[src/rtl/agc_gain_ctrl.sv]
// Frame-based AGC gain controller: per-frame peak detect, restoring divide TARGET/peak,
// and an attack/release slew of the applied Q8.8 gain toward the clamped quotient.
module agc_gain_ctrl #(
    parameter int          FRAME_LOG2 = 10,
    parameter logic [15:0] TARGET     = 16'h3F00,
    parameter logic [15:0] GAIN_MAX   = 16'h1400,
    parameter logic [15:0] GAIN_INIT  = 16'h0100,
    parameter logic [15:0] STEP_UP    = 16'h0010,
    parameter logic [15:0] STEP_DN    = 16'h0100
) (
    input  logic        clk,
    input  logic        rst,
    input  logic        clk_enable,
    input  logic        in_valid,
    input  logic [7:0]  in_sample,
    input  logic        freeze,
    output logic [15:0] gain_q88,
    output logic [15:0] target_gain,
    output logic        frame_end,
    output logic        gain_update,
    output logic        busy,
    output logic        ce_out
);

    typedef enum logic [0:0] {
        ST_ACC = 1'b0,
        ST_DIV = 1'b1
    } state_t;

    // Magnitude of a two's-complement byte; -128 maps to 128 without wrapping.
    function automatic logic [7:0] abs8(input logic [7:0] x);
        abs8 = x[7] ? (~x + 8'd1) : x;
    endfunction

    function automatic logic [7:0] max8(input logic [7:0] a, input logic [7:0] b);
        max8 = (a > b) ? a : b;
    endfunction

    // One slew step toward t, computed in 17 bits so neither direction can wrap.
    function automatic logic [15:0] ramp_next(input logic [15:0] g, input logic [15:0] t);
        logic [16:0] up;
        logic [16:0] dn;
        up = {1'b0, g} + {1'b0, STEP_UP};
        dn = {1'b0, g} - {1'b0, STEP_DN};
        if (g < t) begin
            ramp_next = (up > {1'b0, t}) ? t : up[15:0];
        end else if (g > t) begin
            ramp_next = (dn[16] || (dn[15:0] < t)) ? t : dn[15:0];
        end else begin
            ramp_next = g;
        end
    endfunction

    state_t                  state_r;
    state_t                  state_nx_s;
    logic [FRAME_LOG2-1:0]   cnt_r;
    logic [7:0]              running_peak_r;
    logic [7:0]              peak_snap_r;
    logic [15:0]             dq_r;
    logic [7:0]              rem_r;
    logic [4:0]              bit_cnt_r;
    logic [15:0]             gain_r;
    logic [15:0]             target_r;
    logic                    frame_end_r;
    logic                    gain_update_r;
    logic                    busy_r;

    logic                    accept_s;
    logic                    last_s;
    logic [7:0]              peak_new_s;
    logic                    div_step_s;
    logic                    load_s;
    logic [8:0]              trial_s;
    logic                    qbit_s;
    logic [7:0]              rem_nx_s;
    logic [15:0]             q_clamped_s;

    assign accept_s   = clk_enable && in_valid;
    assign last_s     = accept_s && (cnt_r == {FRAME_LOG2{1'b1}});
    assign peak_new_s = max8(running_peak_r, abs8(in_sample));

    // Restoring-divide datapath: dq_r shifts the dividend out and the quotient in.
    always_comb begin
        trial_s     = {rem_r, dq_r[15]};
        qbit_s      = 1'b0;
        rem_nx_s    = trial_s[7:0];
        q_clamped_s = GAIN_MAX;
        if (trial_s >= {1'b0, peak_snap_r}) begin
            qbit_s   = 1'b1;
            rem_nx_s = trial_s[7:0] - peak_snap_r;
        end else begin
            qbit_s   = 1'b0;
            rem_nx_s = trial_s[7:0];
        end
        if ((peak_snap_r == 8'd0) || (dq_r > GAIN_MAX)) begin
            q_clamped_s = GAIN_MAX;
        end else begin
            q_clamped_s = dq_r;
        end
    end

    // Next-state logic; a zero peak skips the divide and loads the clamp value directly.
    always_comb begin
        state_nx_s = state_r;
        div_step_s = 1'b0;
        load_s     = 1'b0;
        case (state_r)
            ST_ACC: begin
                if (last_s) begin
                    state_nx_s = ST_DIV;
                end else begin
                    state_nx_s = ST_ACC;
                end
            end
            ST_DIV: begin
                if (!clk_enable) begin
                    state_nx_s = ST_DIV;
                end else if ((peak_snap_r == 8'd0) || (bit_cnt_r == 5'd16)) begin
                    load_s     = 1'b1;
                    state_nx_s = ST_ACC;
                end else begin
                    div_step_s = 1'b1;
                    state_nx_s = ST_DIV;
                end
            end
            default: begin
                state_nx_s = ST_ACC;
            end
        endcase
    end

    // State register.
    always_ff @(posedge clk) begin
        if (rst) begin
            state_r <= ST_ACC;
        end else begin
            state_r <= state_nx_s;
        end
    end

    // Frame counter, peak tracking, divider, target load and gain slew.
    always_ff @(posedge clk) begin
        if (rst) begin
            cnt_r          <= {FRAME_LOG2{1'b0}};
            running_peak_r <= 8'd0;
            peak_snap_r    <= 8'd0;
            dq_r           <= 16'd0;
            rem_r          <= 8'd0;
            bit_cnt_r      <= 5'd0;
            gain_r         <= GAIN_INIT;
            target_r       <= GAIN_INIT;
            frame_end_r    <= 1'b0;
            gain_update_r  <= 1'b0;
            busy_r         <= 1'b0;
        end else if (clk_enable) begin
            frame_end_r   <= last_s;
            gain_update_r <= load_s;
            if (accept_s) begin
                cnt_r <= cnt_r + {{(FRAME_LOG2-1){1'b0}}, 1'b1};
                if (last_s) begin
                    peak_snap_r    <= peak_new_s;
                    running_peak_r <= 8'd0;
                end else begin
                    running_peak_r <= peak_new_s;
                end
            end
            if (last_s) begin
                dq_r      <= TARGET;
                rem_r     <= 8'd0;
                bit_cnt_r <= 5'd0;
                busy_r    <= 1'b1;
            end else if (div_step_s) begin
                dq_r      <= {dq_r[14:0], qbit_s};
                rem_r     <= rem_nx_s;
                bit_cnt_r <= bit_cnt_r + 5'd1;
            end
            if (load_s) begin
                target_r <= q_clamped_s;
                busy_r   <= 1'b0;
            end
            if (accept_s && !freeze) begin
                gain_r <= ramp_next(gain_r, target_r);
            end
        end
    end

    assign gain_q88    = gain_r;
    assign target_gain = target_r;
    assign frame_end   = frame_end_r;
    assign gain_update = gain_update_r;
    assign busy        = busy_r;
    assign ce_out      = clk_enable;

endmodule

[config.mk]
export PLATFORM = sky130hd
export DESIGN_NAME = agc_gain_ctrl
export DESIGN_NICKNAME = d
export VERILOG_FILES = /design/src/rtl/agc_gain_ctrl.sv
export SDC_FILE = /design/constraint.sdc
export NUM_CORES = 1
export LEC_CHECK = 0
export CAP_MARGIN = 0
export CORE_MARGIN = 10
export CORE_UTILIZATION = 55
export DETAILED_ROUTE_END_ITERATION = 7
export GPL_TIMING_DRIVEN = 0
export HOLD_SLACK_MARGIN = 0.12
export PLACE_DENSITY = 0.86
export SYNTH_ARGS = -nofsm -noshare
export SYNTH_HDL_FRONTEND = slang
export SYNTH_SLANG_ARGS = --single-unit
[constraint.sdc]
create_clock -name clk -period 4.3 [get_ports clk]
set_input_delay 0.645 -clock clk [delete_from_list [all_inputs] [get_ports clk]]
set_output_delay 0.645 -clock clk [all_outputs]
set_load 0.05 [all_outputs]
==> impl_metrics.json <==
{
  "h-tree-depth": 3,
  "post_drt_wl_per_cell_um": 17.7,
  "irDropWorstVdd_mv": 0.197,
  "routed_wl_um": 15400,
  "finalCritPeriodShare": 0.920,
  "ys_seq_area_frac": 0.319,
  "cts.sinks": 91,
  "endpoint_kind": "flop",
  "antenna_found_initial": 0,
  "drtPass1Iterations": 6,
  "synth-seq-cells": 91,
  "cap_viol_max_count": 0,
  "clkTransAtPathRegs_ns": 0.10,
  "setup_violations": 0,
  "placed_cell_area_sq_um": 6360,
  "yosys.cell_count.top_type": "dfxtp_1",
  "pre_cts_ws_ns": 0.363,
  "vias_per_cell": 6.06,
  "ctsResizeCount": 0,
  "synthTopCellsByArea": "dfxtp_1 (32%), ha_1 (13%), nand2_1 (3.9%), a21oi_1 (3.2%), inv_1 (3.2%)",
  "yosysWarnings": 0,
  "powerDensity_nw_per_um2": 307,
  "dominantRegCellSynth": "dfxtp_1",
  "fmax_mhz": 253,
  "drtAntennaViolNets": 0,
  "syn2layout_area_growth_pct": 15.1,
  "cts_hold_buf": 0,
  "setup_slack_ns": 0.343,
  "dieArea_sq_um": 14800,
  "cts_max_path_buffers": 2,
  "ys_types": 67,
  "diodes": 0,
  "synthTopCellsByCount": "dfxtp_1 (91), ha_1 (60), nand2_1 (60)",
  "clock-root-buffer": "clkbuf_8",
  "syn-num-nets": 746,
  "maxSlewViolCount": 0,
  "drc": 0,
  "core_sq_um": 10200,
  "final.setup.tns_ns": 0,
  "post_cts_buffers": 0,
  "cts_buffers": 9,
  "finalHoldViolCount": 0,
  "final_nets": 805,
  "clk_latency_ns": 0.38,
  "synth_top_cell_area_share": 0.319,
  "critPathKind": "flop to flop",
  "fin_area_sq_um": 6570,
  "critical_path_required_ns": 4.59,
  "final.setup_skew_ns": 0.0136,
  "status": "finished, final reports clean",
  "chipWidth_um": 122,
  "gp_congestion": 0.960,
  "io_buffers": 48,
  "syn_inst": 672,
  "grt_max_degree": 15,
  "num_rows": 37,
  "synth-edff-count": 0,
  "drt_iter0_drc": 432,
  "worst_slew_pin_slew_ns": 0.621,
  "dpl.hpwl_um": 11900,
  "layout-drive-gt1-share": 0.0557,
  "relSlewSlack": 0.585,
  "ios": 49,
  "grt_pass1_wl_um": 25800,
  "synth_largest_area_cell": "dfxtp_1",
  "cts_tree": "built",
  "die_h_um": 122,
  "grt_usage": 0.210,
  "cp.arrival_ns": 4.25,
  "fin_crit_ns": 3.96,
  "p_leak_nw": 2.49,
  "vias": 5286,
  "syn_area_sq_um": 5710,
  "grt_remaining_overflow": 0,
  "syn_avg_cell_area_sq_um": 8.49,
  "hp-class": "flop to flop",
  "worst_setup_path_start_kind": "flop",
  "start_util": 0.558,
  "async_flop_share": 0,
  "rsz0062_at_grt": "false",
  "grt_pass1_vias": 5301,
  "crit_fanout": 10
}
[path summary, 6_finish.rpt]
| kind | slack, ns | endpoint | depth (start not counted) | from |
|---|---|---|---|---|
| setup reg to reg | 0.34 | gain_q88[5] | 17 | gain_q88[8] |
| hold / removal | 0.49 | gain_q88[15] | 1 | target_gain[15] |
| hold reg to reg | 0.49 | gain_q88[15] | 1 | target_gain[15] |
| setup / recovery | 0.34 | gain_q88[5] | 17 | gain_q88[8] |
[stage by stage]
stage	total power, mW	instances	util	hold WS [ns]
floorplan	1.25	672	-	0.445
global placement	1.37	856	0.621	0.461
detailed placement	1.38	856	0.621	0.470
CTS	2.01	872	0.642	0.494
global route	2.10	872	0.642	0.520
finish	2.02	872	0.642	0.493
[logic make-up (layout without fill, tap and decap cells)]
logic type      Yosys count  in the layout  share of synthesized area
simple gates            212            212                      0.191
compound gates          171            171                      0.208
flops                    91             91                      0.319
buf+inv                  84            148                     0.0607
fa+ha+maj                61             61                      0.135
xor+xnor                 37             37                     0.0568
mux                      16             16                     0.0296
[final cells by class]
class                      instances  area (sq um)
multi-input combinational        497          3540
buffer                            35           163
clock inverter                     4          75.1
clock buffer                      12           135
timing repair buffer              48           480
sequential                        91          1820
fill                             861          3660
inverter                          49           184
tap                              136           170
[sequential cells by signal, indices dropped and copies added, names as in the netlist]
name            count
rem_r               8
gain_q88           16
bit_cnt_r           5
running_peak_r      8
busy                1
gain_update         1
cnt_r              10
peak_snap_r         8
frame_end           1
target_gain        16
dq_r               16
state_r             1
[worst max-delay path: stages (launching register included)]
cell,delay (ns)
dfxtp_1,0.39
clkbuf_1,0.31
inv_1,0.14
nor3_1,0.29
and4_1,0.29
nand3_1,0.12
xnor2_1,0.18
ha_1,0.31
nand4_1,0.10
nor2_1,0.17
or4b_1,0.47
o41ai_1,0.10
nor2_2,0.16
nor2_1,0.16
buf_4,0.22
buf_6,0.16
nand2_1,0.07
a311oi_1,0.24
[layout by cell type, fill, tap and decap left out, types with 4 or more instances in the layout]
cell and count:
dfxtp_1 91, a22o_1 10, nand2_1 60, nand4_1 18, nor4_1 7, clkbuf_1 26
a211oi_1 7, a21oi_1 37, o21ai_1 14, o211ai_1 4, a21o_1 8, o21ai_0 21
o2bb2ai_1 6, mux2_2 7, clkdlybuf4s50_1 48, a221oi_1 8, clkbuf_8 9, mux2i_1 9
o21bai_1 5, nor2_1 48, xor2_1 21, o21a_1 5, o32ai_1 8, nor2b_1 8
ha_1 60, nor3_1 13, nand2b_1 8, nand3_1 14, inv_1 49, o41ai_1 4
xnor2_1 16, a31oi_1 9, or3_1 10, buf_2 7, o31ai_1 4
[layer usage]
metal | up-vias | GRT usage | share of wire
li1 | 2569 | - | -
met1 | 2525 | 0.259 | 0.43
met2 | 163 | 0.360 | 0.49
met3 | 29 | 0.0352 | 0.060
met4 | 0 | 0.0782 | 0.020
met5 | - | 0 | 0
[where the power goes]
part           leakage (nW)  internal, mW  switching, mW  total (mW)
logic                  1.66         0.195          0.311       0.506
registers             0.734         0.855         0.0141       0.869
clock network        0.0968         0.328          0.313       0.642
total                  2.49          1.38          0.638        2.02
Power figures use the tool's default switching activity.
